**src/rtl/sig_accum_pkg.sv**
```systemverilog
// Shared types and helpers for the signature accumulator: FSM states, MISR step function
// and counter-width helper.
package sig_accum_pkg;

   // Widest signature the MISR step function supports; WIDTH must stay below this.
   localparam int unsigned MaxSigW = 128;

   typedef enum logic [1:0] {
      SA_IDLE,
      SA_WARMUP,
      SA_ACCUM,
      SA_DONE
   } sa_state_e;

   function automatic int unsigned cnt_width(input int unsigned total);
      return $clog2(total + 1);
   endfunction

   localparam int unsigned DefaultCntW = cnt_width(100);

   // One MISR step for a signature of 'width' bits, taps {width-1, 2, 0}; bits above width
   // are don't-care and must be discarded by the caller.
   function automatic logic [MaxSigW-1:0] misr_step(input logic [MaxSigW-1:0] sig,
                                                    input logic [MaxSigW-1:0] din,
                                                    input int unsigned        width);
      logic [MaxSigW-1:0] top_mask;
      logic               fb;
      top_mask = {{(MaxSigW-1){1'b0}}, 1'b1} << (width - 1);
      fb       = (|(sig & top_mask)) ^ sig[2] ^ sig[0];
      return din ^ {sig[MaxSigW-2:0], fb};
   endfunction

endpackage

```
**src/rtl/sig_misr.sv**
```systemverilog
// Multiple-input signature register with synchronous clear and enable.
module sig_misr
   import sig_accum_pkg::*;
#(
   parameter int unsigned WIDTH = 64,
   parameter int unsigned DIN_W = 8
) (
   input  logic             clk,
   input  logic             rst_n,
   input  logic             clr,
   input  logic             en,
   input  logic [DIN_W-1:0] din,
   output logic [WIDTH-1:0] sig
);

   logic [MaxSigW-1:0] step;
   logic [WIDTH-1:0]   sig_d, sig_q;
   logic               unused_step;

   always_comb begin
      step  = misr_step(MaxSigW'(sig_q), MaxSigW'(din), WIDTH);
      sig_d = sig_q;
      if (clr) begin
         sig_d = '0;
      end else if (en) begin
         sig_d = step[WIDTH-1:0];
      end
   end

   assign unused_step = ^step[MaxSigW-1:WIDTH];

   always_ff @(posedge clk or negedge rst_n) begin
      if (!rst_n) begin
         sig_q <= '0;
      end else begin
         sig_q <= sig_d;
      end
   end

   assign sig = sig_q;

endmodule

```
**src/rtl/sig_accum.sv**
```systemverilog
// Signature accumulator: discards a warm-up window, folds the remaining beats into a MISR
// and compares the final signature against a golden value.
module sig_accum
   import sig_accum_pkg::*;
#(
   parameter int unsigned     WIDTH        = 64,
   parameter int unsigned     DIN_W        = 8,
   parameter int unsigned     WARMUP_BEATS = 10,
   parameter int unsigned     TOTAL_BEATS  = 100,
   parameter logic [WIDTH-1:0] EXPECTED    = 64'h0
) (
   input  logic                                 clk,
   input  logic                                 rst_n,
   input  logic                                 start,
   input  logic                                 in_valid,
   input  logic [DIN_W-1:0]                     din,
   output logic                                 in_ready,
   output logic                                 busy,
   output logic                                 done,
   output logic                                 pass,
   output logic                                 fail,
   output logic [WIDTH-1:0]                     signature,
   output logic [cnt_width(TOTAL_BEATS)-1:0]    beat_count
);

   localparam int unsigned     CntW      = cnt_width(TOTAL_BEATS);
   localparam logic [CntW-1:0] WarmLast  = CntW'(WARMUP_BEATS - 1);
   localparam logic [CntW-1:0] TotalLast = CntW'(TOTAL_BEATS - 1);

   sa_state_e          state_q;
   logic [CntW-1:0]    cnt_q;
   logic               run_q, done_q, pass_q, fail_q;
   logic               misr_clr, misr_en;
   logic [MaxSigW-1:0] next_full;
   logic [WIDTH-1:0]   final_sig;
   logic               unused_next;

   assign misr_clr = start && (state_q == SA_IDLE || state_q == SA_DONE);
   assign misr_en  = in_valid && (state_q == SA_ACCUM);

   // Signature including the beat being accepted, so pass/fail is ready with done.
   always_comb begin
      next_full = misr_step(MaxSigW'(signature), MaxSigW'(din), WIDTH);
      final_sig = next_full[WIDTH-1:0];
   end

   assign unused_next = ^next_full[MaxSigW-1:WIDTH];

   sig_misr #(
      .WIDTH (WIDTH),
      .DIN_W (DIN_W)
   ) u_misr (
      .clk   (clk),
      .rst_n (rst_n),
      .clr   (misr_clr),
      .en    (misr_en),
      .din   (din),
      .sig   (signature)
   );

   always_ff @(posedge clk or negedge rst_n) begin
      if (!rst_n) begin
         state_q <= SA_IDLE;
         cnt_q   <= '0;
         run_q   <= 1'b0;
         done_q  <= 1'b0;
         pass_q  <= 1'b0;
         fail_q  <= 1'b0;
      end else begin
         done_q <= 1'b0;
         unique case (state_q)
            SA_IDLE, SA_DONE: begin
               if (start) begin
                  state_q <= SA_WARMUP;
                  cnt_q   <= '0;
                  run_q   <= 1'b1;
                  pass_q  <= 1'b0;
                  fail_q  <= 1'b0;
               end
            end
            SA_WARMUP: begin
               if (in_valid) begin
                  cnt_q <= cnt_q + 1'b1;
                  if (cnt_q == WarmLast) begin
                     state_q <= SA_ACCUM;
                  end
               end
            end
            SA_ACCUM: begin
               if (in_valid) begin
                  cnt_q <= cnt_q + 1'b1;
                  if (cnt_q == TotalLast) begin
                     state_q <= SA_DONE;
                     run_q   <= 1'b0;
                     done_q  <= 1'b1;
                     pass_q  <= (final_sig == EXPECTED);
                     fail_q  <= (final_sig != EXPECTED);
                  end
               end
            end
            default: state_q <= SA_IDLE;
         endcase
      end
   end

   assign in_ready   = run_q;
   assign busy       = run_q;
   assign done       = done_q;
   assign pass       = pass_q;
   assign fail       = fail_q;
   assign beat_count = cnt_q;

endmodule

```
**config.mk**
```make
export PLATFORM = sky130hd
export DESIGN_NAME = sig_accum
export DESIGN_NICKNAME = d
export VERILOG_FILES = /design/src/rtl/sig_accum_pkg.sv /design/src/rtl/sig_misr.sv /design/src/rtl/sig_accum.sv
export SDC_FILE = /design/constraint.sdc
export NUM_CORES = 1
export LEC_CHECK = 0
export ABC_AREA = 1
export ABC_CLOCK_PERIOD_IN_PS = 1800
export BUFFER_PORTS_ARGS = -buffer_cell sky130_fd_sc_hd__buf_2
export CAP_MARGIN = 20
export CORE_ASPECT_RATIO = 2
export CORE_MARGIN = 5
export CORE_UTILIZATION = 25
export DETAILED_ROUTE_END_ITERATION = 8
export GPL_TIMING_DRIVEN = 1
export PLACE_DENSITY = 0.42
export SETUP_SLACK_MARGIN = 0.15
export SKIP_LAST_GASP = 1
export SLEW_MARGIN = 25
export SYNTH_ARGS = -nofsm -noshare
export SYNTH_HDL_FRONTEND = slang
export SYNTH_SLANG_ARGS = --single-unit
```
**constraint.sdc**
```tcl
create_clock -name clk -period 1.8 [get_ports clk]
set_input_delay 0.09 -clock clk [delete_from_list [all_inputs] [get_ports clk]]
set_output_delay 0.09 -clock clk [all_outputs]
set_load 0.01 [all_outputs]
```
**Yosys cells after proc, flatten, opt, wreduce, memory -nomap -nowiden**

Index checks and enable logic that the tools add are counted.

- Eq/ne operators: 11
- Bitwise logic cells: 3
- Reduce and logical (&&, ||, !) cells: 13
- Mux-type cells: 25
- $add $sub $neg: 1

Operators by type and width:

| kind | count |
|---|---|
| $mux 64 | 2 |
| $logic_not 64->1 | 1 |
| $reduce_bool 64->1 | 1 |
| $xor 8x64->64 | 1 |
| $mux 7 | 2 |
| $pmux 7 s2 | 1 |
| $mux 1 | 11 |
| $mux 2 | 5 |
| $ne 2x2->1 const B | 4 |
| $add 7x1->7 const B | 1 |
| $eq 7x4->1 const B | 1 |
| $eq 7x7->1 const B | 1 |
| $pmux 1 s2 | 3 |
| $pmux 2 s3 | 1 |
| $reduce_and 5->1 | 1 |
| $eq 2x2->1 const B | 2 |
| $ne 2x1->1 const B | 2 |
| $reduce_and 4->1 | 1 |
| $reduce_bool 2->1 | 2 |
| $reduce_or 2->1 | 2 |
| $eq 2x1->1 const B | 1 |
| $logic_and 1x1->1 | 2 |
| $logic_not 2->1 | 1 |
| $reduce_and 2->1 | 1 |
| 2 further kinds | 3 |

- Register bits: 77
- Output and inout port bits: 76
- Bits of input ports: 12
- Logic and storage cells: 60

**Depth between registers and ports, before layout**

Gate-level depths: netlist of the first run.

- Depth after elaboration: 7
- Mapped depth: 9
- Depth with buffers taken out: 9

**Hierarchy**

Synthesis of the first run repeated with hierarchy kept, for this count alone.

- Cells, all modules: 412
- Area total of the unflattened synthesis: 3597.2 µm²

Modules (own cells, without submodules):

| module | area each (µm²) | seq. area each (µm²) | cells each | times used |
|---|---|---|---|---|
| sig_misr | 2493.6 | 1601.5 | 234 | 1 |
| sig_accum | 1103.6 | 325.3 | 178 | 1 |

**Worst setup path after synthesis of the first run**

No wires, ideal clock.

- Path kind: register to register
- From: register state_q[0]
- To: register u_misr.sig_q[11] (netlist: u_misr.sig[11])
- Arrival: 1.387 ns
- Cell stages (with the launch flop): 8
- Slack: 0.286 ns
- Data required time: 1.673 ns
- Buffers on the path: 2
- Setup time: 0.127 ns
- Clock period less this slack: 1.514 ns
- Path through: dfrtp_1 -> inv_1 -> ha_1 -> nand2_1 -> buf_2 -> nand2_1 -> buf_2 -> o22ai_2

- Word-level cells in the longest chain between the ends: 4
- Elaborated cells between the ends (all ways): 8
- Classes of those cells: eq/ne: 2; mux: 1; reduce/logical: 5

Ends and longest elaborated chain:

| item | line | RTL |
|---|---|---|
| start, declared | sig_accum.sv:30 | `sa_state_e state_q;` |
| start signal, assigned | sig_accum.sv:63 | `state_q <= SA_IDLE;` |
| start signal, assigned | sig_accum.sv:74 | `state_q <= SA_WARMUP;` |
| start signal, assigned | sig_accum.sv:85 | `state_q <= SA_ACCUM;` |
| $eq 2x2->1 / $logic_not 2->1 (equally long branches) | sig_accum.sv:38 | `assign misr_clr = start && (state_q == SA_IDLE \|\| state_q == SA_DONE);` |
| $logic_or 1x1->1 | sig_accum.sv:38 |  |
| $logic_and 1x1->1 | sig_accum.sv:38 |  |
| $mux 64 / $reduce_bool 2->1 (equally long branches) | -- |  |
| end signal, assigned | sig_misr.sv:36 | `sig_q <= sig_d;` |
| end, declared | sig_misr.sv:17 | `logic [WIDTH-1:0] sig_d, sig_q;` |

Parallel ways exist; a longest one is shown, timed or not.
A chain may end at the register's enable or synchronous reset.

**Worst setup path in the final report of the first run**

- From: register cnt_q[0] (netlist: beat_count[0])
- To: register pass_q (netlist: pass)

- Word-level cells in the longest chain between the ends: 3

Ends and longest elaborated chain:

| item | line | RTL |
|---|---|---|
| start, declared | sig_accum.sv:31 | `logic [CntW-1:0] cnt_q;` |
| start signal, assigned | sig_accum.sv:83 | `cnt_q <= cnt_q + 1'b1;` |
| start signal, assigned | sig_accum.sv:91 | `cnt_q <= cnt_q + 1'b1;` |
| $eq 7x7->1 | sig_accum.sv:92 | `if (cnt_q == TotalLast) begin` |
| $ne 2x1->1 (no line) | -- |  |
| $reduce_and 4->1 (no line) | -- |  |
| end signal, assigned | sig_accum.sv:96 | `pass_q <= (final_sig == EXPECTED);` |
| end, declared | sig_accum.sv:32 | `logic run_q, done_q, pass_q, fail_q;` |

Every way passes these cells.

==> results of run 1 <==
## cells by family (layout without fill, tap and decap cells)
group | after synthesis | count (layout) | share of synthesized area (%)
AO/OA/AOI/OAI | 78 | 78 | 15.40
XOR/XNOR | 7 | 7 | 1.780
adder cells (fa/ha/maj) | 4 | 4 | 1.453
buffers and inverters | 94 | 193 | 11.19
flip-flops | 77 | 77 | 55.94
AND/OR/NAND/NOR | 120 | 120 | 14.24
## timing repair
action / 4_1_cts / 5_1_grt
gates resized for setup: 2 / 7
setup endpoints to repair: 1 / 7
pin swaps: 0 / 3
setup buffers: 0 / 2
hold buffers: 1 / 0
endpoints found under the hold margin: 22 / 0
gates cloned: 0 / 0
## worst max-delay path, cell delays in order, from the launching register on
cell	delay (ps)
dfrtp_1	460
ha_1	200
inv_1	50
nor3_1	140
nand2_1	130
nor3_1	210
buf_4	170
nand4_1	80
nand2_1	70
## state kept, by name, summed over array words and instances (netlist names)
signal      cells
u_misr.sig     64
fail            1
busy            1
state_q         2
beat_count      7
done            1
pass            1
## cell type report
cell class                 count  area [um2]  area share [%]
inverter                      80       300.3           6.602
tap                          155       193.9           4.264
multi-input combinational    209        1164           25.58
clock inverter                 5       128.9           2.834
timing repair buffer          97       581.8           12.79
clock buffer                  11       252.7           5.557
sequential                    77        1927           42.37
## layout by cell type (no fill, tap or decap), types with 4 or more instances in the layout
cell,count
a21oi_1,7
buf_12,5
buf_2,86
buf_4,4
bufinv_16,4
clkbuf_16,9
dfrtp_1,77
inv_1,78
nand2_1,48
nand3_1,17
nor2_1,45
o21ai_0,8
o22ai_1,49
o22ai_2,11
xnor2_1,5
## per-layer routing
metal  routed length [um]  track usage [%]  part of all wire [%]
met2                 5504            23.26                    55
met1                 3964            13.73                    39
met5                    0                0                     0
met3                  421            2.644                   4.2
met4                  163            4.771                   1.6
## worst paths after layout
path	to	slack, ps	cells after the start
max	pass$_DFFE_PN0P_	230	8
min	u_misr.sig[7]$_DFFE_PN0P_	130	3
max reg2reg	pass$_DFFE_PN0P_	230	8
min reg2reg	pass$_DFFE_PN0P_	480	2
max in group asynchronous	u_misr.sig[33]$_DFFE_PN0P_	980	3
min in group asynchronous	beat_count[2]$_DFFE_PN0P_	210	2
## power breakdown
| group | total, uW | internal, uW | leakage (uW) | switching [uW] |
|---|---|---|---|---|
| clock network | 2300 | 1580 | 0.000186 | 724 |
| registers | 2040 | 1870 | 0.00106 | 166 |
| logic | 1800 | 638 | 0.00108 | 1160 |
| total | 6130 | 4080 | 0.00233 | 2050 |
## through the flow
stage | std cells | util, % | setup WS [ps] | total power, uW | instance area, um2
after CTS | 632 | 33.40 | 186.2 | 6178 | 4513
final | 634 | 33.66 | 226.9 | 6132 | 4548
after global routing | 634 | 33.66 | 115.9 | 6464 | 4548
after global placement | 615 | 30.41 | 177.6 | 3785 | 4109
after detailed placement | 615 | 30.41 | 156.0 | 3791 | 4109
after floorplan | 380 | - | 286.0 | 3119 | 3445
==> impl_metrics.csv, run 1 <==
group,metric,value,unit
outcome,status,"completed",
worst_hold_path,hp-start,"din[7]",
clock_tree,cts_sinks,77,
route,drc,0,
sta,finalCriticalPeriod,1573,ps
synthesis,synth_area_per_cell,9.065,um2
synthesis,ys_warn_count,0,
floorplanning,start_util,25.49,%
finish,syn2layout_area_growth,32.04,%
clock_tree,htree_levels,3,
synthesis,ys.flop_type,"dfrtp_1",
sta,tns,0,ps
grt,grt.total_usage,12.56,%
synthesis,syn_area,3445,um2
sta,fin_worst_skew,5.971,ps
synthesis,yosysMostFrequentCell,"inv_1",
synthesis,ys_types,21,
grt,grt_pass1_vias,2993,
sta,rsz0062_at_grt,"true",
worst_setup_path,worstPathMaxFanout,6,
synthesis,ys_seq_elements,77,
route,vias_per_cell,4.579,
clock_tree,cts-root-buf,"clkbuf_16",
sta,hold_ws,126.0,ps
route,routedWlPerCell,15.86,um
sta,slew-limit-headroom,76.76,%
grt,grt_max_degree,56,
synthesis,synth_top_area_share,55.94,%
finish,nFillCells,1444,
synthesis,syn-num-nets,396,
worst_setup_path,r2r_start,"beat_count[0]$_DFFE_PN0P_",
sta,worst_slew_pin_slew,347.1,ps
synthesis,synthTopCellsByCount,"inv_1 (79), dfrtp_1 (77), o22ai_1 (50)",
clock_tree,cts_tree,"built",
floorplanning,io-pin-count,88,
finish,drive_gt1_share,27.56,%
place,gp_congestion,0.8206,
route,first_pass_iters,4,
floorplanning,die_y,176,um
route,drt-initial-drc-count,78,
sta,setup_viol,0,
worst_setup_path,worst-setup-path-type,"reg2reg",
floorplanning,fp.coreArea,13510,um2
clock_tree,clk_pin_slew,60,ps
clock_tree,cts-buffers-inserted,9,
sta,fmax,635.7,MHz
grt,grt_overflow,0,
job,max-cap-violations,0,
synthesis,synth-edff-count,0,
synthesis,synthTopCellsByArea,"dfrtp_1 (56%), o22ai_1 (9.1%), inv_1 (8.6%)",
worst_hold_path,hold_class,"in2reg",
clock_tree,clock_latency,330,ps
place,portBuffers,87,
worst_setup_path,end_kind,"flip-flop",
finish,fin_nets,490,
worst_setup_path,critPathArrivalTime,1840,ps
worst_setup_path,worst-endpoint-required,2070,ps
grt,grt_pass1_wl,15.76,mm
sta,period_share,87.40,%
sta,final_max_slew_viol_count,0,
worst_setup_path,crit_start,"beat_count[0]$_DFFE_PN0P_",
finish,diodes,0,
route,drtAntennaViolNets,0,
pwr,leakage,0.002328,uW
floorplanning,die_w,93,um
synthesis,seq_area_frac_synth,55.94,%
synthesis,synth_async_sr_flop_share,100.0,%
floorplanning,fp-row-count,60,
synthesis,yosys.area.top_type,"dfrtp_1",
grt,antenna_found_initial,0,
synthesis,synth_cells,380,
clock_tree,clk_path_buf_depth,2,
pwr,power_density,1348,nW/um2
floorplanning,die-area,16370,um2
route,wirelength,10.05,mm
route,dr_total_vias,2903,
pwr,peakVddDrop,0.4912,mV
worst_setup_path,startpoint_type,"flip-flop",
sta,hold_violations,0,
place,place_hpwl,7.390,mm
Note: power is estimated with default switching activity, not from simulation.
==> inputs of run 2 (changes only) <==
Settings changed: ABC_AREA 1 to unset, CORE_UTILIZATION 25 to 52, PLACE_DENSITY 0.42 to 0.77.
==> run 2 against run 1 <==
Net effect: utilization rose by 36 points; global-route usage increased by 10 points; highest routed layer unchanged; synthesized cell count down 33%; combinational power up 3%.
==> impl_metrics.csv, run 2 <==
group,metric,value,unit
outcome,status,"completed",
synthesis,syn-num-nets,270,
synthesis,synth_area_per_cell,13.03,um2
place,gp_congestion,0.8470,
synthesis,ys_warn_count,0,
worst_setup_path,worst-setup-path-type,"reg2reg",
pwr,p_int,3811,uW
synthesis,synthTopCellsByCount,"dfrtp_1 (77), a22o_1 (64), nor4_1 (15)",
worst_hold_path,min_to,"beat_count[1]$_DFFE_PN0P_",
sta,final_max_slew_viol_count,0,
synthesis,ys_types,38,
worst_setup_path,reg2reg_to,"beat_count[6]$_DFFE_PN0P_",
finish,multiInputGateArea,1316,um2
pwr,combPwrFrac,33.1,%
synthesis,post_synth_xor_area_fraction,4.234,%
clock_tree,cts_sinks,77,
pwr,switchingPower,1807,uW
sta,hold_violations,0,
clock_tree,htree_levels,3,
worst_hold_path,hold_class,"in2reg",
sta,slew-limit-headroom,63.38,%
clock_tree,clock_latency,330,ps
finish,final_cell_mix,"buf_2 (86), dfrtp_1 (75), a22o_1 (64)",
sta,fin_worst_skew,6.125,ps
clock_tree,cts-root-buf,"clkbuf_16",
worst_setup_path,end_kind,"flip-flop",
route,wirelength,8.582,mm
pwr,peakVddDrop,1.157,mV
route,dr_total_vias,2662,
job,max-cap-violations,0,
synthesis,synth-simple-area-share,10.74,%
sta,worst_slew_pin_slew,549.4,ps
finish,diodes,0,
finish,nFillCells,481,
place,portBuffers,87,
synthesis,seq_area_frac_synth,58.22,%
place,pre_cts_ws,1.212,ps
synthesis,synth_top_area_share,58.22,%
floorplanning,fp-row-count,41,
synthesis,synth_mux_area_share,0.6049,%
synthesis,yosys.area.top_type,"dfrtp_1",
finish,fin_nets,383,
sta,finalCriticalPeriod,1692,ps
grt,grt_pass1_vias,2760,
floorplanning,die_w,66.41,um
synthesis,synth_top_family_by_area,"compound AO/OA/AOI/OAI gates",
synthesis,yosysMostFrequentCell,"dfrtp_1",
grt,antenna_found_initial,0,
sta,period_share,94.00,%
grt,grt.total_usage,22.85,%
finish,drive_gt1_share,41.40,%
synthesis,synth-edff-count,0,
finish,ff_latch_area,1929,um2
synthesis,synthTopCellsByArea,"dfrtp_1 (58%), a22o_1 (17%), nor4_1 (2.8%)",
worst_hold_path,holdPathStages,2,
floorplanning,die_y,122.8,um
route,drtAntennaViolNets,0,
sta,setup_viol,0,
floorplanning,io-pin-count,88,
synthesis,synth_cells,254,
worst_setup_path,worstPathMaxFanout,3,
finish,final_common_cell,"buf_2",
pwr,clkPwrFrac,31.2,%
clock_tree,clk_path_buf_depth,2,
sta,fmax,591.0,MHz
synthesis,ys.flop_type,"dfrtp_1",
grt,grt_overflow,0,
synthesis,synth-adder-area-share,1.512,%
worst_setup_path,rrSetupSlack,110,ps
floorplanning,start_util,52.88,%
route,drt-initial-drc-count,193,
pwr,swShare,32.17,%
route,drc,0,
sta,rsz0062_at_grt,"true",
worst_setup_path,worst-endpoint-required,2050,ps
worst_setup_path,r2r_start,"state_q[1]$_DFFE_PN0P_",
synthesis,syn_area,3309,um2
finish,syn2layout_area_growth,32.44,%
route,routedWlPerCell,18.74,um
finish,largest_reg_flops,64,
worst_setup_path,reg2regPathDepth,6,
clock_tree,clk_pin_slew,50,ps
pwr,power_density,1282,nW/um2
pwr,leakage,0.002349,uW
worst_hold_path,hp-start,"start",
worst_setup_path,critPathArrivalTime,1940,ps
worst_setup_path,startpoint_type,"flip-flop",
route,vias_per_cell,5.812,
synthesis,ys_seq_elements,77,
floorplanning,fp.coreArea,6259,um2
floorplanning,die-area,8156,um2
clock_tree,cts-buffers-inserted,9,
synthesis,synth_async_sr_flop_share,100.0,%
synthesis,synth_compound_area_share,19.81,%
sta,tns,0,ps
place,place_hpwl,6.227,mm
sta,worst_slack,108.0,ps
route,first_pass_iters,4,
grt,grt_pass1_wl,13.92,mm
pwr,power_frac_seq,35.7,%
clock_tree,cts_tree,"built",
grt,grt_max_degree,42,
-- run 2: changes by cell type after synthesis, sizes merged, moves of 16 or more --
cell,before,now
a22o,0,64
inv,80,4
nor2,48,7
nor4,0,16
nand2,51,12
o22ai,60,2
-- run 2: cell type report --
cell class	count	area share, %
Multi-Input combinational cell	156	30.03
Clock inverter	4	1.085
Inverter	4	0.3426
Clock buffer	12	5.624
Sequential cell	77	44.02
Timing Repair Buffer	119	16.44
Tap cell	86	2.455
-- run 2: per-layer routing --
layer | vias to the layer above | routed length [um] | share of wire (%) | track usage (%)
li1 | 1191 | - | - | -
met1 | 1339 | 3121 | 36 | 25.87
met2 | 107 | 4688 | 55 | 39.08
met3 | 25 | 472 | 5.5 | 6.227
met4 | 0 | 298 | 3.5 | 10.69
met5 | - | 0 | 0 | 0
-- run 2: cell families (layout without fill, tap and decap cells) --
logic type | count (synthesis) | in the layout
simple gates | 56 | 56
mux | 2 | 2
buf+inv | 21 | 139
fa+ha+maj | 4 | 4
flops | 77 | 77
xor+xnor | 16 | 16
compound gates | 78 | 78
-- run 2: power groups by stage --
stage	logic (uW)	registers (uW)	clock network [uW]
global placement	1610	2030	0
CTS	1790	2000	1770
global route	2030	2030	1870
floorplan	1200	2060	0
finish	1860	2010	1750
detailed placement	1670	2030	0
-- run 2: worst max-delay path by stage --
stage	from	slack, ps	cells past startpoint	end
2_1_floorplan	state_q[0]$_DFFE_PN0P_	200	7	u_misr.sig[7]$_DFFE_PN0P_
3_3_place_gp	u_misr.sig[28]$_DFFE_PN0P_	30	5	fail$_DFFE_PN0P_
3_5_place_dp	u_misr.sig[28]$_DFFE_PN0P_	1	5	fail$_DFFE_PN0P_
4_1_cts	state_q[1]$_DFFE_PN0P_	90	6	beat_count[6]$_DFFE_PN0P_
5_1_grt	state_q[0]$_DFFE_PN0P_	50	7	u_misr.sig[12]$_DFFE_PN0P_
6_report	state_q[1]$_DFFE_PN0P_	110	6	beat_count[6]$_DFFE_PN0P_
-- run 2: metrics by stage --
step           instance area [um2]  util [%]  cells  power (uW)  hold WS (ps)
2_1_floorplan                 3324         -    254        3255        -205.6
3_3_place_gp                  3919     62.61    433        3635         100.9
3_5_place_dp                  3919     62.61    433        3701         114.4
4_1_cts                       4323     69.07    457        5563         54.90
5_1_grt                       4383     70.03    458        5924         81.77
6_report                      4383     70.03    458        5618         62.66
-- run 2: worst max-delay path, stage by stage (launching register included) --
cell	delay (ps)
dfrtp_1	400
ha_4	300
mux2i_2	250
and4b_1	250
and3_4	190
xnor2_2	120
nor2_1	100
-- run 2: timing repair --
action | 4_1_cts | 5_1_grt
buffers inserted | 7 | 1
pin swaps | 4 | 7
hold endpoints to repair | 39 | 0
gates resized for setup | 9 | 11
endpoints found under the setup margin | 65 | 65
hold buffers | 1 | 0
==> inputs of run 3 (changes only) <==
Settings changed: ABC_CLOCK_PERIOD_IN_PS 1800 to 1700.
Clock period 1.8 ns to 1.7 ns, I/O delays scaled along.
==> run 3 against run 2 <==
Net effect: the run now ends with setup timing left; sequential power rose by 5%; global-route usage rose by 0.99 points; highest routed layer unchanged; clock power barely moved; non-clock buffer count rose by 29; register-to-register slack got worse by 150 ps; critical path depth fell by 1; cell area rose by 7.4%; critical path type unchanged; critical endpoint is now fail$_DFFE_PN0P_; clock skew barely moved; sequential share of layout area fell by 3.1 points; flip-flop and latch count did not move.
==> impl_metrics.csv, run 3 (same netlist as run 2, synthesis figures left out) <==
group,metric,value,unit
clock_tree,clk_pin_slew,60,ps
worst_setup_path,worst-setup-path-type,"reg2reg",
sta,rsz0062_at_grt,"true",
worst_hold_path,hold_class,"in2reg",
sta,setup_viol,1,
clock_tree,htree_levels,3,
job,max-cap-violations,0,
worst_setup_path,reg2reg_to,"fail$_DFFE_PN0P_",
place,portBuffers,87,
finish,final_cell_mix,"buf_2 (86), dfrtp_1 (77), a22o_1 (64)",
worst_setup_path,worst-endpoint-required,1910,ps
worst_setup_path,rrSetupSlack,-40,ps
worst_setup_path,slowest_delay,440,ps
pwr,peakVddDrop,1.078,mV
finish,drive_gt1_share,44.64,%
finish,multiInputGateArea,1313,um2
pwr,swShare,32.65,%
route,drc,0,
sta,tns,-44.40,ps
clock_tree,cts-buffers-inserted,9,
worst_setup_path,end_kind,"flip-flop",
route,vias_per_cell,5.789,
sta,finalCriticalPeriod,1744,ps
worst_setup_path,crit_family,"simple AND/OR/NAND/NOR gates",
sta,fin_worst_skew,6.307,ps
place,place_area,4109,um2
worst_setup_path,worstPathMaxFanout,4,
route,first_pass_iters,5,
sta,hold_violations,0,
floorplanning,io-pin-count,88,
place,place_hpwl,6.286,mm
pwr,power_density,1376,nW/um2
grt,grt_overflow,0,
grt,grt_pass1_wl,14.34,mm
place,dpl.cell_count,453,
route,met3_length,561,um
floorplanning,fp-row-count,41,
pwr,leakage,0.002560,uW
outcome,status,"finished, violations left",
finish,ff_latch_area,1927,um2
clock_tree,cts-root-buf,"clkbuf_16",
sta,fmax,573.3,MHz
route,routed.top_layer,"met4",
finish,final_common_cell,"buf_2",
floorplanning,die-area,8156,um2
grt,grt_max_degree,43,
sta,worst_slew_pin_slew,549.2,ps
sta,period_share,102.6,%
pwr,clkPwrFrac,27.3,%
finish,largest_reg_flops,64,
route,dr_total_vias,2819,
pwr,power_frac_seq,32.5,%
grt,grt.total_usage,23.84,%
finish,nFillCells,442,
sta,worst_slack,-44.40,ps
floorplanning,start_util,52.88,%
sta,final_max_slew_viol_count,0,
finish,final-instance-count-excl-fill,487,
pwr,switchingPower,2114,uW
floorplanning,die_y,122.8,um
route,met1_length,3.548,mm
worst_setup_path,r2r_start,"u_misr.sig[13]$_DFFE_PN0P_",
worst_setup_path,worst-path-buf-inv,0,
place,gp_congestion,0.8212,
route,wirelength,9.768,mm
clock_tree,cts_tree,"built",
pwr,p_int,4361,uW
grt,antenna_found_initial,0,
clock_tree,cts_sinks,77,
clock_tree,clock_latency,340,ps
worst_setup_path,crit_start,"u_misr.sig[13]$_DFFE_PN0P_",
pwr,combPwrFrac,40.2,%
worst_setup_path,startpoint_type,"flip-flop",
finish,diodes,0,
finish,syn2layout_area_growth,42.19,%
worst_setup_path,slowest_stage,"dfrtp_1",
route,drtAntennaViolNets,0,
worst_hold_path,holdPathStages,2,
outcome,violations,"setup timing",
finish,fin_nets,412,
floorplanning,die_w,66.41,um
floorplanning,fp.coreArea,6259,um2
grt,grt_pass1_vias,2872,
worst_setup_path,reg2regPathDepth,5,
route,wl_met2,5.276,mm
worst_setup_path,critPathArrivalTime,1960,ps
worst_hold_path,min_to,"beat_count[1]$_DFFE_PN0P_",
route,drt-initial-drc-count,212,
worst_setup_path,path_cells,"nor4_2, nand2_1, nor4_4, a2bb2oi_1, or2_1",
finish,fin_area,4706,um2
sta,slew-limit-headroom,63.39,%
clock_tree,clk_path_buf_depth,2,
worst_hold_path,hp-start,"start",
route,routedWlPerCell,20.06,um
## run 3: worst reg2reg max path, stage by stage (launching register included)
cell	delay (ps)
dfrtp_1	440
nor4_2	340
nand2_1	190
nor4_4	330
a2bb2oi_1	110
or2_1	220
## run 3: cell type report
| type | instances | area share, % |
|---|---|---|
| clock buffers | 15 | 5.690 |
| clock inverters | 1 | 0.1064 |
| inverters | 4 | 0.3191 |
| multi-input cells | 156 | 27.89 |
| flip-flops and latches | 77 | 40.95 |
| well taps | 86 | 2.287 |
| repair buffers | 148 | 22.76 |
## run 3: what timing repair did
item                       4_1_cts  5_1_grt
hold endpoints to repair        40        0
pin swaps                       11        7
setup buffers                    7        3
setup endpoints to repair        7       47
hold buffers                     1        0
gates cloned                     0        7
resized for setup                7       10
## run 3: how the worst max path moves through the flow
stage,depth (start not counted),end
after detailed placement,5,fail$_DFFE_PN0P_
after global placement,5,fail$_DFFE_PN0P_
after floorplan,6,u_misr.sig[4]$_DFFE_PN0P_
final,5,fail$_DFFE_PN0P_
after CTS,6,beat_count[6]$_DFFE_PN0P_
after global routing,5,fail$_DFFE_PN0P_
## run 3: power groups by stage
stage	registers [uW]	clock network (uW)	logic, uW
2_1_floorplan	2180	0	1300
3_3_place_gp	2140	0	1760
3_5_place_dp	2150	0	1800
4_1_cts	2100	1790	1910
5_1_grt	2120	1890	2770
6_report	2110	1770	2600
## run 3: routing by layer
layer	up-vias	track usage (%)
li1	1256	-
met1	1420	27.35
met2	122	39.83
met3	21	6.502
met4	0	12.34
met5	-	0
## run 3: per-stage QoR
| step | utilization, % | hold WS, ps | worst slack, ps | total power (uW) |
|---|---|---|---|---|
| after detailed placement | 65.65 | 105.9 | -25.72 | 3944 |
| final | 75.19 | 62.08 | -44.40 | 6475 |
| after CTS | 71.65 | 42.26 | 69.95 | 5797 |
| after global placement | 65.65 | 101.4 | 16.01 | 3893 |
| after floorplan | - | -210.6 | 147.1 | 3479 |
| after global routing | 75.19 | 76.10 | -96.30 | 6788 |
